==> config.mk <==
export PLATFORM = sky130hd
export DESIGN_NAME = led_serial_driver
export DESIGN_NICKNAME = d
export VERILOG_FILES = /design/src/rtl/led_serial_driver_pkg.sv /design/src/rtl/led_sclk_tick.sv /design/src/rtl/led_serial_driver.sv
export SDC_FILE = /design/constraint.sdc
export NUM_CORES = 1
export LEC_CHECK = 0
export CAP_MARGIN = 20
export CELL_PAD_IN_SITES_DETAIL_PLACEMENT = 2
export CELL_PAD_IN_SITES_GLOBAL_PLACEMENT = 2
export CORE_UTILIZATION = 28
export DETAILED_ROUTE_END_ITERATION = 10
export DONT_BUFFER_PORTS = 1
export PLACE_DENSITY_LB_ADDON = 0.1
export SLEW_MARGIN = 20
export SYNTH_ARGS = -nofsm -noshare
export SYNTH_HDL_FRONTEND = slang
export SYNTH_SLANG_ARGS = --single-unit
==> constraint.sdc <==
create_clock -name clk -period 2.2 [get_ports clk]
set_input_delay 0.44 -clock clk [delete_from_list [all_inputs] [get_ports clk]]
set_output_delay 0.44 -clock clk [all_outputs]
set_load 0.02 [all_outputs]
==> src/rtl/led_serial_driver_pkg.sv <==
// Shared types and constants for the serial LED shift-register driver.
package led_serial_driver_pkg;
  localparam int LED_FRAME_WIDTH = 16;

  typedef enum logic [1:0] {
    IDLE  = 2'd0,
    SHIFT = 2'd1,
    LATCH = 2'd2
  } state_e;
endpackage

==> src/rtl/led_sclk_tick.sv <==
// Half-period phase counter: tick marks the last cycle of each CLK_DIV-cycle phase.
module led_sclk_tick #(
  parameter int CLK_DIV = 2
) (
  input  logic clk,
  input  logic rst_n,
  input  logic clr,
  output logic tick
);
  localparam logic [7:0] TC = 8'(CLK_DIV - 1);

  logic [7:0] cnt_q, cnt_d;

  assign tick = !clr && (cnt_q == TC);

  always_comb begin
    cnt_d = cnt_q + 8'd1;
    if (clr || tick) cnt_d = 8'd0;
  end

  always_ff @(posedge clk or negedge rst_n) begin
    if (!rst_n) cnt_q <= 8'd0;
    else        cnt_q <= cnt_d;
  end
endmodule

==> src/rtl/led_serial_driver.sv <==
// Serialises a 16-bit LED pattern MSB-first into an external shift-register chain,
// resending only on change, on refresh, or once after reset.
module led_serial_driver
  import led_serial_driver_pkg::*;
#(
  parameter int CLK_DIV = 2
) (
  input  logic                       clk,
  input  logic                       rst_n,
  input  logic [LED_FRAME_WIDTH-1:0] led_state,
  input  logic                       refresh,
  output logic                       sclk,
  output logic                       sdata,
  output logic                       latch,
  output logic                       busy
);
  state_e                     state_q, state_d;
  logic [3:0]                 bit_q, bit_d;
  logic                       half_q, half_d;
  logic [LED_FRAME_WIDTH-1:0] shadow_q, shadow_d;
  logic [LED_FRAME_WIDTH-1:0] last_q, last_d;
  logic                       valid_q, valid_d;
  logic                       sclk_q, sclk_d, sdata_q, sdata_d;
  logic                       latch_q, latch_d, busy_q, busy_d;
  logic                       tick;

  led_sclk_tick #(.CLK_DIV(CLK_DIV)) u_tick (
    .clk  (clk),
    .rst_n(rst_n),
    .clr  (state_q == IDLE),
    .tick (tick)
  );

  always_comb begin
    state_d  = state_q;
    bit_d    = bit_q;
    half_d   = half_q;
    shadow_d = shadow_q;
    last_d   = last_q;
    valid_d  = valid_q;
    case (state_q)
      IDLE: begin
        if (refresh || (led_state != last_q) || !valid_q) begin
          shadow_d = led_state;
          state_d  = SHIFT;
          bit_d    = 4'hF;
          half_d   = 1'b0;
        end
      end
      SHIFT: begin
        if (tick) begin
          if (!half_q) begin
            half_d = 1'b1;
          end else begin
            half_d = 1'b0;
            if (bit_q == 4'd0) state_d = LATCH;
            else               bit_d   = bit_q - 4'd1;
          end
        end
      end
      LATCH: begin
        if (tick) begin
          state_d = IDLE;
          last_d  = shadow_q;
          valid_d = 1'b1;
        end
      end
      default: state_d = IDLE;
    endcase

    // Outputs are registered from the next state so they line up with state_q.
    sclk_d  = (state_d == SHIFT) && half_d;
    sdata_d = (state_d == SHIFT) && shadow_d[bit_d];
    latch_d = (state_d == LATCH);
    busy_d  = (state_d != IDLE);
  end

  always_ff @(posedge clk or negedge rst_n) begin
    if (!rst_n) begin
      state_q  <= IDLE;
      bit_q    <= 4'd0;
      half_q   <= 1'b0;
      shadow_q <= '0;
      last_q   <= '0;
      valid_q  <= 1'b0;
      sclk_q   <= 1'b0;
      sdata_q  <= 1'b0;
      latch_q  <= 1'b0;
      busy_q   <= 1'b0;
    end else begin
      state_q  <= state_d;
      bit_q    <= bit_d;
      half_q   <= half_d;
      shadow_q <= shadow_d;
      last_q   <= last_d;
      valid_q  <= valid_d;
      sclk_q   <= sclk_d;
      sdata_q  <= sdata_d;
      latch_q  <= latch_d;
      busy_q   <= busy_d;
    end
  end

  assign sclk  = sclk_q;
  assign sdata = sdata_q;
  assign latch = latch_q;
  assign busy  = busy_q;
endmodule

# After elaboration in Yosys (flattened, before gate mapping)
# Index checks and enable logic that the tools add are counted.
# word_totals
reg_bits,52
output_inout_bits,4
wordCells,52
# op_classes
n_addsub,2
magnitude_cmp,1
eq_ne,6
muxes,20
n_reduce_logical,12
# op_table
operator,count
$mux W16,2
$mux W4,4
$ne A16 B16 Y1,1
$mux W2,5
$add A8 B1 Y8 const B,1
$eq A8 B1 Y1 const B,1
$mux W8,1
$pmux W4 S2,1
$pmux W2 S3,1
$lt A4 B5 Y1 const B,1
$bmux W1 S4,1
$eq A2 B1 Y1 const B,2
$eq A2 B2 Y1 const B,2
$logic_not A4 Y1,1
$mux W1,4
$sub A4 B1 Y4 const B,1
$logic_and A1 B1 Y1,3
$logic_or A1 B1 Y1,3
$logic_not A1 Y1,2
$logic_not A2 Y1,1
$pmux W1 S2,1
$reduce_and A2 Y1,1
$reduce_bool A2 Y1,1

# Depth between registers and ports, before layout
# logic_depth
ltp_word,8
ltp_mapped,12

# By module
# A second synthesis with hierarchy kept.
# unflattened
cells_unflattened,221
area_unflattened_um2,2605.0
# by_module_without_submodules
mod,instances,cells_each,area_each_um2,seq_area_each_um2
led_serial_driver,1,181,2208.4,1101.1
led_sclk_tick,1,40,396.6,200.2

# Worst setup path before layout
# No wires, ideal clock.
# synth_timing
kind,reg2reg
startpoint,register bit_q[0]
endpoint,"register sdata_q, in the netlist sdata"
setup_time_ns,0.068
t_arrival_ns,2.379
required_time_ns,2.132
path_slack_ns,-0.247
stages_incl_launch_ff,10
synth_period_minus_slack_ns,2.447
cell_sequence,dfrtp_1 inv_1 ha_1 nor3b_4 nor2_1 a311o_1 a41oi_4 mux2_2 o211ai_2 and4_1
# synth_via
elab_chain_len,8
word_cells_on_any_way,15
classes_between,add/sub: 1; eq/ne: 1; mux: 11; reduce/logical: 2
# synth_lines
element,line,text
"start, declared",led_serial_driver.sv:18,"logic [3:0] bit_q, bit_d;"
"start signal, assigned",led_serial_driver.sv:92,bit_q <= bit_d;
$sub A4 B1 Y4 or $logic_not A4 Y1 (tied branches),"led_serial_driver.sv:57, led_serial_driver.sv:56",
$mux W4 *,led_serial_driver.sv:56,if (bit_q == 4'd0) state_d = LATCH;
$mux W4 *,led_serial_driver.sv:52,if (!half_q) begin
$mux W4 *,led_serial_driver.sv:51,if (tick) begin
$pmux W4 S2 *,led_serial_driver.sv:41,case (state_q)
net bit_d[1],led_serial_driver.sv:18,
$bmux W1 S4 *,led_serial_driver.sv:73,sdata_d = (state_d == SHIFT) && shadow_d[bit_d];
$mux W1 (implied by the code) *,led_serial_driver.sv:73,
$logic_and A1 B1 Y1 *,led_serial_driver.sv:73,
net sdata_d,led_serial_driver.sv:23,"logic sclk_q, sclk_d, sdata_q, sdata_d;"
"end signal, assigned",led_serial_driver.sv:98,sdata_q <= sdata_d;
"end, declared",led_serial_driver.sv:23,
# The timed path passes the listed nets; every way through them passes the cells marked *. The select of a mux whose other input is x is not followed.
# A chain may end at the register's enable or synchronous reset.

# Final worst setup path
# layout_timing
startpoint,register u_tick.cnt_q[1]
endpoint,"register sdata_q, in the netlist sdata"
# layout_via
elab_chain_len,7
word_cells_on_any_way,11
classes_between,eq/ne: 2; mux: 7; reduce/logical: 2
# layout_lines
element,line,text
"start, declared",led_sclk_tick.sv:12,"logic [7:0] cnt_q, cnt_d;"
"start signal, assigned",led_sclk_tick.sv:23,else cnt_q <= cnt_d;
$eq A8 B1 Y1 *,led_sclk_tick.sv:14,assign tick = !clr && (cnt_q == TC);
$logic_and A1 B1 Y1 *,led_sclk_tick.sv:14,
$mux W4,led_serial_driver.sv:51,
$pmux W4 S2,led_serial_driver.sv:41,
$bmux W1 S4,led_serial_driver.sv:73,
$mux W1 (implied by the code),led_serial_driver.sv:73,
$logic_and A1 B1 Y1 *,led_serial_driver.sv:73,
net sdata_d,led_serial_driver.sv:23,
# Marked as above.

==> flow_metrics.tcl <==
set metrics [dict create \
    outcome "finished, violations left" \
    violations "setup timing" \
    finalCritPeriodShare 1.103 \
    maxSlewHeadroom 0.5653 \
    wl_met3_um 173 \
    place.gp.congestion 0.7576 \
    insertion_delay_ps 320 \
    synth_top_area_cell "dfrtp_1" \
    fp.dieW_um 99.40 \
    rows 35 \
    vias_per_cell 5.013 \
    initial_core_util 0.2888 \
    avgSynthCellArea_sq_um 11.97 \
    cts_tree "done" \
    max_stage_delay_ps 390 \
    cts_buffers 5 \
    tightest_slew_ps 647.8 \
    leakage_nw 1.498 \
    seqCellArea_sq_um 1301 \
    crit_arrival_ps 2640 \
    fp.coreArea_sq_um 9196 \
    finalNetCount 289 \
    fin_cells 379 \
    post-place-cells 361 \
    crit_required_ps 2410 \
    synth_flop_cell "dfrtp_1" \
    hp-class "in -> reg" \
    cts_sinks 52 \
    worstSetupPathType "reg -> reg" \
    synthTopCellsByArea "dfrtp_1 49%, mux2_2 13%, xnor2_1 4.9%" \
    drv_cap 0 \
    end_kind "register" \
    worstReg2RegStart "u_tick.cnt_q[1]" \
    final.setup_skew_ps 10.50 \
    ys_seq_area_frac 0.4899 \
    synth_warnings 0 \
    drive_gt1_frac 0.3955 \
    fin_area_sq_um 3289 \
    fill_cells 974 \
    clockBufferDepth 2 \
    ios 23 \
    grt_usage 0.1520 \
    dieArea_sq_um 9880 \
    numPortBuffers 0 \
    dp_hpwl_mm 4.884 \
    peakVddDrop_v 0.0002412 \
    ant_nets 0 \
    drv_slew 0 \
    grt_pass1_wl_mm 11.40 \
    multi_input_area_sq_um 1340 \
    post_dp_cell_area_sq_um 3034 \
    max_freq_mhz 412.3 \
    dieHeight_um 99.40 \
    path_cells "inv_1 -> ha_2 -> nor3b_4 -> nand4_4 -> o21a_4 -> o21ai_0 -> nand3_2 -> a311oi_2 -> a41oi_1 -> and4_1" \
    netlist_top_cells_count "52 x dfrtp_1, 30 x mux2_2, 15 x xnor2_1" \
    area_growth_pct 23.83 \
    startpoint "u_tick.cnt_q[1]" \
    dr_total_vias 1900 \
    p_per_area_nw_per_um2 497.5 \
    grt_setup_unrepaired "true" \
    grt_pass1_vias 2171 \
    netlist_area_sq_um 2656 \
    drt-total-wl_mm 6.862 \
    async_flop_share 1.000 \
    drt-met1-wl_mm 3.055 \
    path_max_fanout 5 \
    synth-edff-count 0 \
    grt_start_max_net_pins 53 \
    synth_cells 222 \
    wl_met2_mm 3.574 \
    crit_slowest_cell "dfrtp_1" \
    setup_violations 1 \
    maxUsedRoutingLayer "met4" \
    route.detailed.drc 0 \
    synth_nets 244 \
    period_needed_ps 2426 \
    diodes 0 \
    path_clk_slew_ps 110 \
    ys_seq_elements 52 \
    dp_slack_ps -319.6 \
    yosysMostFrequentCell "dfrtp_1" \
    critPathLaunchType "register" \
    wl_per_cell_um 18.11 \
    first_pass_iters 4 \
    final_hold_viol_count 0 \
    utilization 0.3577 \
    htree_levels 2 \
    cts-root-buf "clkbuf_8" \
    yosys.cell_types.count 57 \
    drt-initial-drc-count 49 \
    overflow 0 \
    antenna_found_initial 0 \
    fin_ws_ps -225.6 \
    holdCritStartpoint "led_state[0]" \
    netlist.area_leader.share 0.4899 \
]
## cells in the final DEF (no fill, tap or decap), drive strengths merged, types with 3 or more instances in the layout
cell type	Yosys	layout
o21ai	11	11
nand4	3	3
ha	3	3
inv	12	13
xnor2	15	15
dfrtp	52	52
nor2	14	14
clkinv	1	3
nand2	7	7
mux2i	5	5
mux2	30	30
nand3	12	12
buf	4	43
xor2	4	4
a41oi	3	3
clkbuf	2	5
## final timing paths
check | to | slack (ps) | depth (start not counted)
min | shadow_q[0] | 260 | 1
max reg2reg | sdata | -230 | 10
min in group asynchronous | u_tick.cnt_q[2] | 620 | 2
min reg2reg | valid_q | 480 | 1
max | sdata | -230 | 10
max in group asynchronous | last_q[2] | 1320 | 2
## area by class of cell
type | count | share of cell area
inverter | 13 | 0.01483
multi-input combinational | 151 | 0.4074
sequential | 52 | 0.3956
clock buffer | 5 | 0.02092
tap | 111 | 0.04222
clock inverter | 3 | 0.006847
timing repair buffer | 44 | 0.1122
## kinds of logic after synthesis
group	share of synthesized area
simple gates	0.1404
flops	0.4899
compound gates	0.1154
mux	0.1460
xor+xnor	0.06265
buf+inv	0.03156
fa+ha+maj	0.01413
## critical path: cells and delay by family, from the launching register on
kind	cells	cell delay (ps)
compound gates	4	900
fa+ha+maj	1	160
buf+inv	1	70
flops	1	390
simple gates	4	800
## per-layer routing
metal | vias up | track usage
li1 | 889 | -
met1 | 985 | 0.1914
met2 | 21 | 0.2687
met3 | 5 | 0.02811
met4 | 0 | 0.03733
met5 | - | 0
## power breakdown
group | switching [mW] | internal, mW | total, mW
combinational | 0.0368 | 0.0343 | 0.0712
sequential | 0.0147 | 0.971 | 0.986
clock | 0.350 | 0.229 | 0.580
## through the flow
| stage | power (mW) | hold slack [ps] | setup TNS (ps) |
|---|---|---|---|
| floorplan | 1.036 | 144.4 | -161.5 |
| global placement | 1.049 | 145.9 | -283.3 |
| detailed placement | 1.050 | 146.0 | -475.5 |
| CTS | 1.672 | 252.5 | -275.0 |
| global route | 1.718 | 240.9 | -409.8 |
| finish | 1.637 | 263.1 | -225.6 |
## state kept, by name, indices dropped and copies added, names as in the netlist
register / flops
sclk: 1
u_tick.cnt_q: 8
state_q: 2
last_q: 16
valid_q: 1
busy: 1
bit_q: 4
half_q: 1
latch: 1
shadow_q: 16
sdata: 1
## repair_timing
item,in CTS,in global routing
pin swaps,11,3
endpoints found under the setup margin,6,15
endpoints found under the hold margin,52,0
gates cloned,0,0
setup buffers,7,1
hold buffers,2,0
resized for setup,12,3
No activity file was read; power rests on OpenSTA's default activity.
